[config.mk]
export PLATFORM = sky130hd
export DESIGN_NAME = mem_arbiter
export DESIGN_NICKNAME = d
export VERILOG_FILES = /design/src/rtl/mem_arbiter.sv
export SDC_FILE = /design/constraint.sdc
export NUM_CORES = 1
export LEC_CHECK = 0
export ABC_CLOCK_PERIOD_IN_PS = 2100
export CORE_MARGIN = 2
export CORE_UTILIZATION = 41
export CTS_CLUSTER_DIAMETER = 120
export DETAILED_ROUTE_END_ITERATION = 7
export PLACE_DENSITY = 0.88
export SLEW_MARGIN = 20
export SYNTH_ARGS = -nofsm -noshare
export SYNTH_HDL_FRONTEND = slang
export SYNTH_SLANG_ARGS = --single-unit
[constraint.sdc]
create_clock -name clk -period 2.1 [get_ports clk]
set_clock_uncertainty 0.15 [all_clocks]
set_input_delay 0.315 -clock clk [delete_from_list [all_inputs] [get_ports clk]]
set_output_delay 0.315 -clock clk [all_outputs]
set_load 0.1 [all_outputs]
[src/rtl/mem_arbiter.sv]
// Round-robin arbiter sharing one main-memory read port between icache and dcache.
// Serialises transactions, forces one MRead-low cycle between them, and aborts hung reads.
module mem_arbiter #(
  parameter int          TIMEOUT  = 64,
  parameter logic [31:0] ERR_DATA = 32'h00000013
) (
  input  logic        clk,
  input  logic        reset,
  input  logic [31:0] IAddr,
  input  logic        IRead,
  output logic [31:0] IData,
  output logic        IRdy,
  input  logic [31:0] DAddr,
  input  logic        DRead,
  output logic [31:0] DData,
  output logic        DRdy,
  output logic [31:0] MAddr,
  input  logic [31:0] MData,
  output logic        MRead,
  input  logic        MRdy,
  output logic [1:0]  Gnt,
  output logic        Err
);

  localparam int              CNT_W    = $clog2(TIMEOUT);
  localparam logic [CNT_W-1:0] CNT_LAST = CNT_W'(TIMEOUT - 1);

  typedef enum logic [1:0] {IDLE, BUSY_I, BUSY_D, RELEASE} state_t;

  state_t           state, state_d;
  logic             last_owner, last_d;   // 1: dcache was served last
  logic [CNT_W-1:0] cnt, cnt_d;
  logic [31:0]      maddr_d, idata_d, ddata_d, rsp_data;
  logic             mread_d, irdy_d, drdy_d, err_d, pick_d;
  logic [1:0]       gnt_d;
  logic             owner_is_d, owner_read;

  assign owner_is_d = (state == BUSY_D);
  assign owner_read = owner_is_d ? DRead : IRead;

  always_comb begin
    state_d  = state;
    last_d   = last_owner;
    cnt_d    = cnt;
    maddr_d  = MAddr;
    mread_d  = MRead;
    gnt_d    = Gnt;
    idata_d  = IData;
    ddata_d  = DData;
    irdy_d   = 1'b0;
    drdy_d   = 1'b0;
    err_d    = Err;
    pick_d   = 1'b0;
    rsp_data = ERR_DATA;

    case (state)
      IDLE: begin
        // dcache wins when alone, or on a tie when icache was served last
        pick_d = DRead && (!IRead || !last_owner);
        if (IRead || DRead) begin
          maddr_d = pick_d ? DAddr : IAddr;
          mread_d = 1'b1;
          gnt_d   = pick_d ? 2'b10 : 2'b01;
          cnt_d   = '0;
          state_d = pick_d ? BUSY_D : BUSY_I;
        end
      end

      BUSY_I, BUSY_D: begin
        if (MRdy || !owner_read || cnt == CNT_LAST) begin
          mread_d = 1'b0;
          gnt_d   = 2'b00;
          last_d  = owner_is_d;
          state_d = RELEASE;
          // Still requested without MRdy here means the watchdog fired
          if (MRdy || owner_read) begin
            rsp_data = MRdy ? MData : ERR_DATA;
            err_d    = Err | !MRdy;
            if (owner_is_d) begin
              ddata_d = rsp_data;
              drdy_d  = 1'b1;
            end else begin
              idata_d = rsp_data;
              irdy_d  = 1'b1;
            end
          end
        end else begin
          cnt_d = cnt + CNT_W'(1);
        end
      end

      RELEASE: state_d = IDLE;

      default: state_d = IDLE;
    endcase
  end

  always_ff @(posedge clk) begin
    if (reset) begin
      state      <= IDLE;
      last_owner <= 1'b1;
      cnt        <= '0;
      MAddr      <= '0;
      MRead      <= 1'b0;
      Gnt        <= 2'b00;
      IData      <= '0;
      DData      <= '0;
      IRdy       <= 1'b0;
      DRdy       <= 1'b0;
      Err        <= 1'b0;
    end else begin
      state      <= state_d;
      last_owner <= last_d;
      cnt        <= cnt_d;
      MAddr      <= maddr_d;
      MRead      <= mread_d;
      Gnt        <= gnt_d;
      IData      <= idata_d;
      DData      <= ddata_d;
      IRdy       <= irdy_d;
      DRdy       <= drdy_d;
      Err        <= err_d;
    end
  end

endmodule

==> results of run 1 <==
==> final cells by class <==
type | count | area [um^2]
inverter | 6 | 26.3
fill | 827 | 3770
multi-input combinational | 245 | 1890
tap | 136 | 170
sequential | 111 | 2220
timing repair inverter | 1 | 5.00
clock inverter | 7 | 63.8
timing repair buffer | 223 | 2000
clock buffer | 9 | 124
==> critical path, cell delays in order (launching register included) <==
cell,delay [ps]
sky130_fd_sc_hd__dfxtp_1,390
sky130_fd_sc_hd__inv_1,70
sky130_fd_sc_hd__ha_2,430
sky130_fd_sc_hd__clkinvlp_4,180
sky130_fd_sc_hd__nor2_1,200
sky130_fd_sc_hd__a21oi_2,100
sky130_fd_sc_hd__buf_12,170
sky130_fd_sc_hd__a32o_1,210
==> placed cells by master, fill, tap and decap left out, types with 3 or more instances in the layout <==
master | netlist | routed
sky130_fd_sc_hd__a211oi_1 | 42 | 42
sky130_fd_sc_hd__a21oi_1 | 13 | 13
sky130_fd_sc_hd__a31oi_1 | 3 | 3
sky130_fd_sc_hd__a32o_1 | 58 | 58
sky130_fd_sc_hd__buf_12 | 0 | 7
sky130_fd_sc_hd__buf_4 | 4 | 116
sky130_fd_sc_hd__clkbuf_8 | 0 | 9
sky130_fd_sc_hd__clkdlybuf4s50_1 | 0 | 98
sky130_fd_sc_hd__clkinvlp_4 | 0 | 3
sky130_fd_sc_hd__dfxtp_1 | 111 | 111
sky130_fd_sc_hd__inv_1 | 6 | 5
sky130_fd_sc_hd__mux2i_1 | 34 | 33
sky130_fd_sc_hd__nand2_1 | 4 | 4
sky130_fd_sc_hd__nand3_1 | 5 | 5
sky130_fd_sc_hd__nor2_1 | 42 | 42
sky130_fd_sc_hd__nor2b_1 | 4 | 3
sky130_fd_sc_hd__nor3_1 | 6 | 4
sky130_fd_sc_hd__o21ai_0 | 7 | 7
sky130_fd_sc_hd__o31ai_1 | 3 | 3
==> repair_timing <==
| item | CTS | global route |
|---|---|---|
| endpoints found under the setup margin | 0 | 68 |
| resized for setup | 0 | 4 |
| hold buffers | 0 | 0 |
| endpoints found under the hold margin | 0 | 0 |
==> report_power, final <==
group          leakage, nW  internal [mW]  switching [mW]
Combinational         1.60           1.55            4.75
Sequential           0.907           2.61           0.295
Clock               0.0903          0.459           0.762
Total                 2.60           4.62            5.81
==> stage by stage <==
step / total power [mW] / worst slack [ps] / TNS (ps)
floorplan: 7.67 / 169 / 0
global placement: 9.10 / -16.2 / -16.3
detailed placement: 9.21 / -104 / -468
CTS: 10.4 / 58.8 / 0
global route: 10.9 / -7.10 / -18.4
finish: 10.4 / 82.2 / 0
==> flip-flops by register name (all words and copies together) (netlist names) <==
register    flops
IData          32
cnt             6
IRdy            1
Gnt             2
MAddr          32
state           2
MRead           1
last_owner      1
Err             1
DData          32
DRdy            1
==> final timing paths <==
kind	start	end	slack (ps)	cells after the start
worst min-delay path	reset	Err$_SDFFE_PP0P_	120	2
worst min register to register	DData[28]$_SDFFE_PP0P_	DData[28]$_SDFFE_PP0P_	330	1
worst max register to register	state[1]$_SDFFE_PP0P_	IData[6]$_SDFFE_PP0P_	80	7
worst max-delay path	state[1]$_SDFFE_PP0P_	IData[6]$_SDFFE_PP0P_	80	7
==> cell families after synthesis <==
family	Yosys count
AND/OR/NAND/NOR	69
AO/OA/AOI/OAI	139
flip-flops	111
buffers and inverters	46
multiplexers	34
adder cells (fa/ha/maj)	3
==> layer usage <==
layer | track usage [%] | vias to the layer above | wire, um
li1 | - | 1946 | -
met5 | 0 | - | 0
met2 | 35.6 | 220 | 5790
met4 | 7.33 | 0 | 213
met1 | 23.9 | 1955 | 4980
met3 | 6.01 | 16 | 1260
==> results.cfg, run 1 <==
[drt]
routed_wirelength_mm = 12.2
avgRoutedWirePerCell_um = 16.6
ant_nets = 0
drt_first_pass_iters = 5
drt_first_iter_violations = 186
routed-via-count = 4137
drc = 0
post_drt_via_cell_ratio = 5.61

[pwr]
powerDensity_nw_per_um2 = 1600
ir_worst_vdd_v = 0.000999
p_leak_nw = 2.60

[global_routing]
grt_max_degree = 66
grt_use_total_pct = 20.5
antenna_found_initial = 0
first_global_vias = 3931
grt_remaining_overflow = 0
grt_pass1_wl_mm = 18.7

[cts]
clock_tree.htree_level_count = 3
clk_pin_slew_ps = 110
clock-root-buffer = sky130_fd_sc_hd__clkbuf_8
clkSinkCount = 111
clk-insertion-delay-late_ps = 370
buffers_from_clock_root_to_sink_at_most = 2
number_of_clock_buffers_inserted_by_tritoncts = 9
tritoncts_clock_tree = done
post_cts_buffers = 0

[synthesis]
yosys.area_share.xor_xnor_pct = 0
library_cell_with_the_highest_instance_count_after_synthesis = sky130_fd_sc_hd__dfxtp_1
synth-seq-area-share_pct = 51.6
synth_top_family_by_area = compound AO/OA/AOI/OAI gates
synth.distinct_cells = 37
synth_simple_gate_area_share_pct = 7.17
synth-async-reset-ratio_pct = 0
yosysTopAreaCellShare_pct = 51.6
ys_dominant_reg_cell = sky130_fd_sc_hd__dfxtp_1
number_of_enable_type_register_cells_in_the_synthesized_netlist = 0
syn_nets = 506
synthesis.instances = 402
netlist_top_cells_count = 111 x sky130_fd_sc_hd__dfxtp_1, 58 x sky130_fd_sc_hd__a32o_1, 42 x sky130_fd_sc_hd__a211oi_1, 42 x sky130_fd_sc_hd__nor2_1, 34 x sky130_fd_sc_hd__mux2i_1
synth.yosys.warnings = 0
synthMuxAreaShare_pct = 7.90
yosys.area_share.adder_pct = 0.871
synth.cell_area_um2 = 4310
post_synth.cell_area_avg_um2 = 10.7
synth_compound_area_share_pct = 27.1
postSynthRegisterBits = 111
yosys-top-cells-area = sky130_fd_sc_hd__dfxtp_1 52%, sky130_fd_sc_hd__a32o_1 13%, sky130_fd_sc_hd__mux2i_1 7.9%
post-synth-top-area-cell = sky130_fd_sc_hd__dfxtp_1

[sta]
finalCritPeriodShare_pct = 96.1
worst_slew_margin_rel_pct = 70.8
worst_slew_pin_slew_ps = 429
layout_min_cycle_time_ps = 2020
setup_violations = 0
fmaxAchievable_mhz = 496
timing_hold_violations_final = 0
hold_slack_ps = 118
timing.final.max_slew_violations = 0

[final_layout]
utilization_after_layout_pct = 63.3
drive_above_1_share_pct = 25.7
antenna-diode-count = 0
postLayoutCellArea_um2 = 6500
area_added_between_synthesis_and_finish_pct = 50.9
post_layout_nonfiller_instances = 738
finish.net_count = 701

[placement]
place_congestion = 0.889
dp.final_hpwl_mm = 9.06
placement.io_buffers = 202
postPlaceCellArea_um2 = 6300
dp_cells = 721

[run]
cap_violations = 0

[setup_path]
critical_path.endpoint_type = flip-flop
worstPathRequired_ps = 2210
setup.worst_path.start_class = flip-flop
worstSetupPathType = reg -> reg
worst-path-max-fanout = 29
worst-endpoint-arrival_ps = 2130

[floorplanning]
floorplan.rows = 37
core_region_area_um2 = 10300
starting_density_pct = 41.9
chipHeight_um = 107
die_x_um = 107
die-area_um2 = 11300
floorplan.io_pins = 203

[outcome]
status = finished clean

[min_path]
timing.hold.worst.class = in -> reg
Power figures use the tool's default switching activity.
==> inputs of run 2 (changes only) <==
Settings changed: SETUP_SLACK_MARGIN set to 0.5.
==> run 2 against run 1 <==
- utilization rose by 5.9 points
- critical path type unchanged
- worst setup slack improved by 170 ps
- clock power up 3%
- design area increased by 9.3%
- register-to-register slack better by 170 ps
- combinational power rose by 20%
- power rose by 13%
- first-iteration DRC count up 31%
- wire length increased by 13%
- worst hold slack improved by 60 ps
- non-clock buffer count up 20
==> results.cfg, run 2 (synthesized netlist as in run 1, its figures left out) <==
[sta]
worst_slew_margin_rel_pct = 60.7
fmaxAchievable_mhz = 540
finalCritPeriodShare_pct = 88.2
setup_violations = 0
rsz0062_at_grt = yes
layout_min_cycle_time_ps = 1850
hold_slack_ps = 178
timing_hold_violations_final = 0
timing.final.max_slew_violations = 0
worst_slew_pin_slew_ps = 589
worst_slack_ps = 249

[floorplanning]
chipHeight_um = 107
floorplan.rows = 37
core_region_area_um2 = 10300
die_x_um = 107
floorplan.io_pins = 203
starting_density_pct = 41.9
die-area_um2 = 11300

[global_routing]
grt_use_total_pct = 21.9
antenna_found_initial = 0
grt_pass1_wl_mm = 20.0
grt_max_degree = 62
first_global_vias = 4154
grt_remaining_overflow = 0

[placement]
post-place-ws_ps = -69.7
placement.io_buffers = 202
dp.final_hpwl_mm = 8.92
place_congestion = 0.848

[pwr]
power.switching_mw = 6.32
powerDensity_nw_per_um2 = 1660
p_leak_nw = 2.79
intPower_mw = 5.45
ir_worst_vdd_v = 0.00138
p_clk_share_pct = 10.7
power_frac_seq_pct = 25.1
share_of_power_burned_in_combinational_logic_pct = 64.2
p_sw_share_pct = 53.7

[setup_path]
worstPathRequired_ps = 2190
critical_path.endpoint_type = flip-flop
setup.worst_path.start_class = flip-flop
worst-endpoint-arrival_ps = 1940
worst-path-max-fanout = 29
worstSetupPathType = reg -> reg
crit_path_top_delay_cell = sky130_fd_sc_hd__dfxtp_4
worstPathCellList = inv_2, ha_4, clkinvlp_4, nor2_4, a21oi_2, buf_12, a32o_1
slowest_delay_ps = 360

[drt]
drt_first_pass_iters = 5
wl_met2_mm = 6.92
metal3_wl_mm = 1.14
routed_wirelength_mm = 13.8
drt-met1-wl_mm = 5.33
avgRoutedWirePerCell_um = 18.2
drc = 0
maxUsedRoutingLayer = met4
ant_nets = 0
post_drt_via_cell_ratio = 5.71
routed-via-count = 4314
drt_first_iter_violations = 244

[final_layout]
finish.net_count = 720
drive_above_1_share_pct = 38.1
final_layout_fill_cell_count = 772
final_cell_mix = 123 x sky130_fd_sc_hd__buf_4, 106 x sky130_fd_sc_hd__dfxtp_1, 96 x sky130_fd_sc_hd__clkdlybuf4s50_1
final_common_cell = sky130_fd_sc_hd__buf_4
sequential_cell_area_um2 = 2230
antenna-diode-count = 0
area_added_between_synthesis_and_finish_pct = 65.0
reg_top3 = DData (32), IData (32), MAddr (32)
area_occupied_by_multi_input_gates_um2 = 2220

[cts]
clk-insertion-delay-late_ps = 350
cts_hold_buffers = 0
clock-root-buffer = sky130_fd_sc_hd__clkbuf_8
clkSinkCount = 111
number_of_clock_buffers_inserted_by_tritoncts = 9
tritoncts_clock_tree = done
buffers_from_clock_root_to_sink_at_most = 2
clock_tree.htree_level_count = 3
clk_pin_slew_ps = 110

[outcome]
status = finished clean

[min_path]
timing.hold.worst.class = in -> reg

[run]
cap_violations = 0
==> run 2: cell count changes in the layout (fill, tap and decap cells not counted), sizes merged, moves of 2 or more <==
cell | previous run | this run
dlygate4sd2 | 0 | 2
inv | 9 | 6
clkdlybuf4s50 | 98 | 96
clkbuf | 9 | 11
buf | 125 | 143
==> run 2: final cells by class <==
type                            count  area share [%]
Clock buffer                        9            1.74
Inverter                            6           0.405
Timing Repair Buffer              243            31.9
Clock inverter                      6            1.00
Multi-Input combinational cell    245            31.2
Tap cell                          136            2.39
Sequential cell                   111            31.4
==> run 2: metrics by stage <==
stage / std cells / total power [mW] / util [%] / setup TNS, ps / area, um^2
6_report: 756 / 11.8 / 69.2 / 0 / 7110
5_1_grt: 756 / 12.2 / 69.2 / 0 / 7110
3_3_place_gp: 716 / 9.16 / 61.5 / 0 / 6320
3_5_place_dp: 716 / 9.27 / 61.5 / -543 / 6320
4_1_cts: 749 / 11.2 / 66.0 / 0 / 6790
2_1_floorplan: 402 / 7.84 / - / 0 / 4410
==> run 2: worst paths after layout <==
check	start	to	slack, ps	depth (start not counted)
setup reg to reg	state[1]$_SDFFE_PP0P_	DData[9]$_SDFFE_PP0P_	250	7
setup / recovery	state[1]$_SDFFE_PP0P_	DData[9]$_SDFFE_PP0P_	250	7
hold reg to reg	IData[8]$_SDFFE_PP0P_	IData[8]$_SDFFE_PP0P_	330	1
hold / removal	reset	DData[0]$_SDFFE_PP0P_	180	2
==> run 2: routing by layer <==
layer  vias to the layer above  track usage, %
met3                        33            4.78
met5                         -               0
met2                       219            39.3
met4                         0            8.91
met1                      2080            25.1
li1                       1982               -
==> run 2: worst max-delay path: cells and delay by family (launching register included) <==
| kind | cells | cell delay [ps] |
|---|---|---|
| buffers and inverters | 3 | 410 |
| AND/OR/NAND/NOR | 1 | 180 |
| adder cells (fa/ha/maj) | 1 | 310 |
| flip-flops | 1 | 360 |
| AO/OA/AOI/OAI | 2 | 300 |
==> run 2: timing repair <==
action / in CTS / in global routing
setup buffers: 15 / 5
pin swaps: 11 / 32
setup endpoints to repair: 111 / 102
cloned: 3 / 2
gates resized for setup: 26 / 58
==> run 2: power by group through the flow <==
stage,Combinational (mW),Clock (mW),Sequential (mW)
2_1_floorplan,1.60,0,6.24
4_1_cts,6.94,1.28,2.92
3_5_place_dp,6.31,0,2.95
6_report,7.55,1.26,2.96
5_1_grt,7.81,1.38,3.01
3_3_place_gp,6.22,0,2.94
==> inputs of run 3 (changes only) <==
Settings changed: CORE_ASPECT_RATIO set to 0.8, CTS_CLUSTER_SIZE set to 40.
==> run 3 against run 2 <==
- via count increased by 0.70%
- first-iteration DRC count increased by 36%
- flip-flop and latch count unchanged
- non-clock buffer count increased by 6
- die area about the same
- largest cell class unchanged
==> results.cfg, run 3 (synthesized netlist as in run 1, its figures left out) <==
[outcome]
status = finished clean

[final_layout]
final_common_cell = sky130_fd_sc_hd__buf_4
final_cell_mix = 124 x sky130_fd_sc_hd__buf_4, 106 x sky130_fd_sc_hd__dfxtp_1, 96 x sky130_fd_sc_hd__clkdlybuf4s50_1
final_layout_fill_cell_count = 762
drive_above_1_share_pct = 34.3
area_added_between_synthesis_and_finish_pct = 67.3
post_layout_nonfiller_instances = 767
reg_top3 = DData (32), IData (32), MAddr (32)
antenna-diode-count = 0
finish.net_count = 726

[drt]
routed-via-count = 4344
routed_wirelength_mm = 14.9
wl_met2_mm = 7.75
maxUsedRoutingLayer = met4
drt_first_pass_iters = 5
metal3_wl_um = 905
ant_nets = 0
avgRoutedWirePerCell_um = 19.4
post_drt_via_cell_ratio = 5.66
drt-met1-wl_mm = 6.05
drc = 0
drt_first_iter_violations = 331

[sta]
timing.final.max_slew_violations = 0
worst_slew_pin_slew_ps = 441
timing_hold_violations_final = 0
hold_slack_ps = 278
finalCritPeriodShare_pct = 89.9
setup_violations = 0
fmaxAchievable_mhz = 530
rsz0062_at_grt = yes
worst_slew_margin_rel_pct = 70.6
finalSetupTns_ps = 0
layout_min_cycle_time_ps = 1890

[cts]
clk-insertion-delay-late_ps = 340
clk_pin_slew_ps = 70
tritoncts_clock_tree = done
clkSinkCount = 111
number_of_clock_buffers_inserted_by_tritoncts = 9
clock-root-buffer = sky130_fd_sc_hd__clkbuf_16
cts_hold_buffers = 0
buffers_from_clock_root_to_sink_at_most = 2
clock_tree.htree_level_count = 3

[setup_path]
setup.worst_path.start_class = flip-flop
slowest_delay_ps = 390
critical_path.n_buffers_inverters = 2
worstPathCellList = inv_4, ha_4, buf_12, and4_1, a311o_1, o21ai_1, a21oi_1
worstSetupPathType = reg -> reg
worst-endpoint-arrival_ps = 1960
path_delay_family = compound AO/OA/AOI/OAI gates
critical_path.endpoint_type = flip-flop
worstPathRequired_ps = 2170
worst-path-max-fanout = 6
crit_path_top_delay_cell = sky130_fd_sc_hd__a311o_1

[floorplanning]
die-area_um2 = 11400
core_region_area_um2 = 10200
starting_density_pct = 42.1
die_x_um = 119
floorplan.io_pins = 203
floorplan.rows = 33
chipHeight_um = 95.7

[global_routing]
first_global_vias = 4125
grt_max_degree = 66
grt_remaining_overflow = 0
grt_pass1_wl_mm = 20.8
antenna_found_initial = 0
grt_use_total_pct = 23.0

[min_path]
timing.hold.worst.class = in -> reg

[run]
cap_violations = 0

[placement]
dp_cells = 721
placement.io_buffers = 202
place_congestion = 0.850
dp.final_hpwl_mm = 9.21

[pwr]
ir_worst_vdd_v = 0.00125
total_power_mw = 12.1
powerDensity_nw_per_um2 = 1680
p_leak_nw = 2.89
-- run 3: repair_timing --
item | CTS | global route
setup buffers | 14 | 6
endpoints found under the setup margin | 111 | 111
pin swaps | 14 | 12
cloned | 4 | 6
gates resized for setup | 26 | 17
-- run 3: path summary, 6_finish.rpt --
check | startpoint | to | slack [ps] | cells past startpoint
max | state[0]$_SDFFE_PP0P_ | cnt[4]$_SDFFE_PP0P_ | 210 | 7
min | reset | IData[0]$_SDFFE_PP0P_ | 280 | 2
min reg2reg | DData[3]$_SDFFE_PP0P_ | DData[3]$_SDFFE_PP0P_ | 320 | 1
max reg2reg | state[0]$_SDFFE_PP0P_ | cnt[4]$_SDFFE_PP0P_ | 210 | 7
-- run 3: final cells by class --
cell class              count  area, um^2  share of cell area, %
flip-flops and latches    111        2230                   30.9
repair buffers            249        2400                   33.3
clock buffers              10         239                   3.31
clock inverters             6        67.6                  0.937
multi-input cells         245        2070                   28.7
well taps                 140         175                   2.43
inverters                   6        28.8                  0.399
-- run 3: stage by stage --
step / util, % / area [um^2] / worst slack (ps)
floorplan: - / 4410 / 374
finish: 70.4 / 7210 / 212
detailed placement: 61.8 / 6330 / -96.0
global route: 70.4 / 7210 / 156
global placement: 61.8 / 6330 / -17.6
CTS: 68.0 / 6970 / 266
-- run 3: power by group --
group / internal (mW) / leakage (nW) / switching, mW
clock: 0.963 / 0.145 / 0.783
sequential: 2.62 / 0.909 / 0.319
combinational: 2.23 / 1.84 / 5.21
total: 5.81 / 2.89 / 6.32
-- run 3: layer usage --
| layer | vias to the layer above | track usage (%) |
|---|---|---|
| li1 | 1994 | - |
| met1 | 2149 | 27.2 |
| met2 | 181 | 41.1 |
| met3 | 20 | 6.28 |
| met4 | 0 | 7.14 |
| met5 | - | 0 |
